`config.mk`:
```
export PLATFORM = sky130hd
export DESIGN_NAME = pipe_ctrl
export DESIGN_NICKNAME = d
export VERILOG_FILES = /design/src/rtl/pipe_ctrl.sv
export SDC_FILE = /design/constraint.sdc
export NUM_CORES = 1
export LEC_CHECK = 0
export ABC_AREA = 1
export CORE_ASPECT_RATIO = 1.2
export CORE_UTILIZATION = 43
export CTS_BUF_LIST = sky130_fd_sc_hd__clkbuf_16
export DETAILED_ROUTE_END_ITERATION = 10
export GPL_TIMING_DRIVEN = 0
export HOLD_SLACK_MARGIN = 0.05
export PLACE_DENSITY = 0.79
export SLEW_MARGIN = 20
export SYNTH_ARGS = -nofsm -noshare
export SYNTH_HDL_FRONTEND = slang
export SYNTH_SLANG_ARGS = --single-unit
```
`constraint.sdc`:
```
create_clock -name clk -period 1.7 [get_ports clk]
set_clock_uncertainty 0.15 [all_clocks]
set_input_delay 0.255 -clock clk [delete_from_list [all_inputs] [get_ports clk]]
set_output_delay 0.255 -clock clk [all_outputs]
set_load 0.005 [all_outputs]
```
`src/rtl/pipe_ctrl.sv`:
```
// Pipeline sequencing controller: per-stage valid/dest/halt tracking, RAW stall, redirect flush, halt drain.
// Optional build macro PIPE_CTRL_FWD_EN restricts hazard checks to in-flight loads (results forwarded).
module pipe_ctrl #(
  parameter int STAGES     = 5,
  parameter int LOAD_STAGE = 3,
  parameter int RA_W       = 3
) (
  input  logic              clk,
  input  logic              rst,
  input  logic              if_valid,
  input  logic [RA_W-1:0]   id_rs,
  input  logic [RA_W-1:0]   id_rt,
  input  logic              id_rs_use,
  input  logic              id_rt_use,
  input  logic [RA_W-1:0]   id_rd,
  input  logic              id_wr,
  input  logic              id_load,
  input  logic              id_halt,
  input  logic              dec_err,
  input  logic              ex_redirect,
  output logic [STAGES-2:0] stage_valid,
  output logic              pc_en,
  output logic              stall,
  output logic              flush,
  output logic              halted,
  output logic              err
);

  // Highest stage whose destination can still cause a decode stall.
`ifdef PIPE_CTRL_FWD_EN
  localparam int WIN_HI = LOAD_STAGE - 1;
`else
  localparam int WIN_HI = STAGES - 2;
`endif

  logic                v1_q, v1_d;
  logic [STAGES-1:2]   v_q, v_d;
  logic [STAGES-1:2]   hlt_q, hlt_d;
  logic [WIN_HI:2]     wr_q, wr_d;
  logic [RA_W-1:0]     rd_q [2:WIN_HI];
  logic [RA_W-1:0]     rd_d [2:WIN_HI];
`ifdef PIPE_CTRL_FWD_EN
  logic [WIN_HI:2]     ld_q, ld_d;
`else
  logic                unused_load;
`endif
  logic                halt_pend_q, halt_pend_d;
  logic                err_q, err_d;
  logic                halted_q, halted_d;
  logic [WIN_HI:2]     match;
  logic                hazard;
  logic                dec_stop;
  logic                advance;

  genvar gi;

  generate
    for (gi = 2; gi <= WIN_HI; gi++) begin : g_match
`ifdef PIPE_CTRL_FWD_EN
      assign match[gi] = v_q[gi] & wr_q[gi] & ld_q[gi] &
                         (((rd_q[gi] == id_rs) & id_rs_use) | ((rd_q[gi] == id_rt) & id_rt_use));
`else
      assign match[gi] = v_q[gi] & wr_q[gi] &
                         (((rd_q[gi] == id_rs) & id_rs_use) | ((rd_q[gi] == id_rt) & id_rt_use));
`endif
    end
  endgenerate

`ifndef PIPE_CTRL_FWD_EN
  assign unused_load = id_load;
`endif

  assign hazard   = |match;
  assign flush    = v_q[2] & ex_redirect;
  assign stall    = v1_q & hazard & ~flush;
  assign dec_stop = v1_q & (id_halt | dec_err);
  // A redirect still steers fetch unless a halt is already draining.
  assign pc_en    = (flush & ~halt_pend_q) | (~stall & ~halt_pend_q & ~dec_stop);
  assign advance  = v1_q & ~stall & ~flush;

  assign v1_d     = stall ? v1_q : (if_valid & ~flush & ~halt_pend_q);
  assign v_d[2]   = advance;
  assign hlt_d[2] = id_halt | dec_err;
  assign wr_d[2]  = id_wr;
  assign rd_d[2]  = id_rd;
`ifdef PIPE_CTRL_FWD_EN
  assign ld_d[2]  = id_load;
`endif

  generate
    for (gi = 3; gi <= STAGES - 1; gi++) begin : g_shift
      assign v_d[gi]   = v_q[gi-1];
      assign hlt_d[gi] = hlt_q[gi-1];
    end
    for (gi = 3; gi <= WIN_HI; gi++) begin : g_shift_dst
      assign wr_d[gi] = wr_q[gi-1];
      assign rd_d[gi] = rd_q[gi-1];
`ifdef PIPE_CTRL_FWD_EN
      assign ld_d[gi] = ld_q[gi-1];
`endif
    end
  endgenerate

  assign halt_pend_d = halt_pend_q | (advance & (id_halt | dec_err));
  assign err_d       = err_q | (advance & dec_err);
  assign halted_d    = halted_q | (v_q[STAGES-1] & hlt_q[STAGES-1]);

  always_ff @(posedge clk or negedge rst) begin
    if (!rst) begin
      v1_q        <= 1'b0;
      v_q         <= '0;
      hlt_q       <= '0;
      wr_q        <= '0;
      for (int k = 2; k <= WIN_HI; k++) begin
        rd_q[k] <= '0;
      end
`ifdef PIPE_CTRL_FWD_EN
      ld_q        <= '0;
`endif
      halt_pend_q <= 1'b0;
      err_q       <= 1'b0;
      halted_q    <= 1'b0;
    end else begin
      v1_q        <= v1_d;
      v_q         <= v_d;
      hlt_q       <= hlt_d;
      wr_q        <= wr_d;
      for (int k = 2; k <= WIN_HI; k++) begin
        rd_q[k] <= rd_d[k];
      end
`ifdef PIPE_CTRL_FWD_EN
      ld_q        <= ld_d;
`endif
      halt_pend_q <= halt_pend_d;
      err_q       <= err_d;
      halted_q    <= halted_d;
    end
  end

  assign stage_valid = {v_q, v1_q};
  assign err         = err_q;
  assign halted      = halted_q;

endmodule
```
==> results.toml <==
[outcome]
status = "finished with violations"
violations = "negative setup slack"

[setup_path]
crit_family = "simple AND/OR/NAND/NOR gates"
path_cells = "inv_1, nand2_1, nand2_1, nor2_2, nand2_1, nand2_1, nand2_2, nand2_4, a21oi_2, buf_2"
endpoint_kind = "primary output"
critical_path_class = "flip-flop to primary output"
cp.depth = 10
cp.arrival_ns = 1.41
crit_fanout = 3
critPathMaxStageDelay_ns = 0.39
startpoint_type = "flip-flop"
slowest_stage = "dfrtp_1"
cpMostUsedCell = "nand2_1"
rr_worst_depth = 14
worst-path-buf-inv = 2
crit_required_ns = 1.29

[routing]
vias = 750
drtIter0Drc = 20
finalWirelength_mm = 1.73
via_per_inst = 4.75
first_pass_iters = 5
wire_per_inst_um = 11.0
ant_nets = 0
drc_errors = 0

[yosys]
ys_seq_area_share_pct = 55.7
synthTopCellsByArea = "dfrtp_1, nand2_1, inv_1"
synth.most_common_cell = "nand2_1"
netlist_area_um2 = 808
synth_top_family_by_area = "simple AND/OR/NAND/NOR gates"
synthMuxAreaShare_pct = 0
synthTopCellsByCount = "nand2_1, dfrtp_1, inv_1"
syn_area_per_cell_um2 = 7.92
synthAdderAreaFrac_pct = 0
netlist_instances = 102
synth_nets = 121
synth_xor_area_share_pct = 1.08
synth_seq_cells = 18
synth_top_area_share_pct = 55.7
synth_simple_gate_area_share_pct = 29.7
synth_top_cell_by_area = "dfrtp_1"
ys_async_sr_fraction_pct = 100
synth_warnings = 0
ys.flop_type = "dfrtp_1"
synth-compound-area-share_pct = 3.72
ys_types = 16
synth-edff-count = 0

[sta]
setup_slack_ns = -0.119
hold_violations = 0
fmax_mhz = 550
whs_ns = 0.198
slew_violations = 0
fin_crit_sh_pct = 107
relSlewSlack_pct = 49.0
tns_ns = -0.264
finalCriticalPeriod_ns = 1.82
tightest_slew_ns = 0.763
setup_viol = 3
rsz0062_at_grt = "yes"

[placement]
placedCellCount = 146
routabilityCongestion = 0.804
dp_hpwl_mm = 1.14
numPortBuffers = 26

[hold_path]
holdPathStages = 0
hold_path.class = "flip-flop to flip-flop"

[final_layout]
finish.utilization_pct = 72.8
layout-drive-gt1-share_pct = 19.3
fin_cells = 158
syn_to_final_growth_pct = 53.3
insertedDiodeCount = 0
finalNetCount = 160

[power_and_ir_drop]
ir_drop_v = 0.000617
power.density_nw_per_um2 = 810
p_leak_nw = 0.703

[die]
core_um2 = 1700
die_x_um = 41.6
row_count = 16
num_io_pins = 28
dieArea_um2 = 2060
die_height_um = 49.5
start_util_pct = 47.5

[clock_network]
cts_hold_buf = 0
cts_root_buffer = "clkbuf_16"
clk_latency_ns = 0.24
h-tree-depth = 1
cts_max_path_buffers = 2
clock_sinks = 18
cts_buffers = 3
clkSlewWorstSetupHoldPaths_ns = 0.05
cts_tree = "yes"

[global_routing]
gr-usage-all-layers_pct = 17.5
grt_pass1_vias = 715
grt_pass1_wl_mm = 2.75
grt_max_degree = 19
antenna_found_initial = 0
grt_overflow = 0

[run]
max_cap_violations = 0
==> final timing paths <==
path	start	to	slack (ns)
max	rd_q[0]	pc_en	-0.12
min	hlt_q[3]	hlt_q[4]	0.20
max reg2reg	rd_q[0]	v1_q	-0.03
min reg2reg	hlt_q[3]	hlt_q[4]	0.20
max in group asynchronous	rst	v_q[4]	0.61
min in group asynchronous	rst	v1_q	0.31
==> kinds of logic (layout without fill, tap and decap cells) <==
| group | count (synthesis) | after routing |
|---|---|---|
| xor+xnor | 1 | 1 |
| compound gates | 5 | 5 |
| flops | 18 | 18 |
| simple gates | 58 | 58 |
| buf+inv | 20 | 58 |
==> stage by stage <==
step / instance area, um2 / setup WS (ns) / total power, mW
2_1_floorplan: 808 / 0.343 / 0.493
3_3_place_gp: 1090 / -0.616 / 0.549
3_5_place_dp: 1090 / -0.621 / 0.553
4_1_cts: 1200 / -0.117 / 1.01
5_1_grt: 1240 / -0.211 / 1.05
6_report: 1240 / -0.119 / 1.00
==> where the power goes <==
group | switching, mW | total, mW | leakage, nW | internal (mW)
registers | 0.00851 | 0.451 | 0.211 | 0.443
logic | 0.0474 | 0.0949 | 0.453 | 0.0476
clock network | 0.145 | 0.457 | 0.0385 | 0.312
total | 0.201 | 1.00 | 0.703 | 0.802
==> registers in the layout, indices dropped and copies added (netlist names) <==
register     cells
rd_d             3
halted           1
v1_q             1
hlt_q            3
rd_q             3
err              1
halt_pend_q      1
wr_q             2
v_q              3
==> final cells by class <==
type | instances | area, um2
Timing Repair Buffer | 34 | 308
Clock buffer | 3 | 75.1
Sequential cell | 18 | 450
Inverter | 19 | 71.3
Multi-Input combinational cell | 64 | 300
Fill cell | 130 | 463
Tap cell | 18 | 22.5
Buffer | 1 | 7.51
Clock inverter | 1 | 3.75
==> layer usage <==
layer  wire [um]  up-vias  global-route usage, %
li1            -      374                      -
met1         684      346                   19.7
met2         969       30                   32.3
met3          79        0                   4.40
met4           0        0                   4.84
met5           0        -                      0
==> cells in the final DEF (no fill, tap or decap), drive strengths merged <==
cell type / instances
nand2: 42
inv: 19
dfrtp: 18
clkdlybuf4s50: 16
nor2: 12
buf: 11
dlygate4sd2: 8
clkbuf: 3
nand3: 2
o21ai: 2
xnor2: 1
a21boi: 1
or2: 1
a21oi: 1
nand4: 1
a21o: 1
clkinv: 1
==> timing repair <==
item                       CTS  global route
pin swaps                    8             8
gates resized for setup     20             8
buffers inserted             6             2
setup endpoints to repair    3             3
Note: power is estimated with default switching activity, not from simulation.
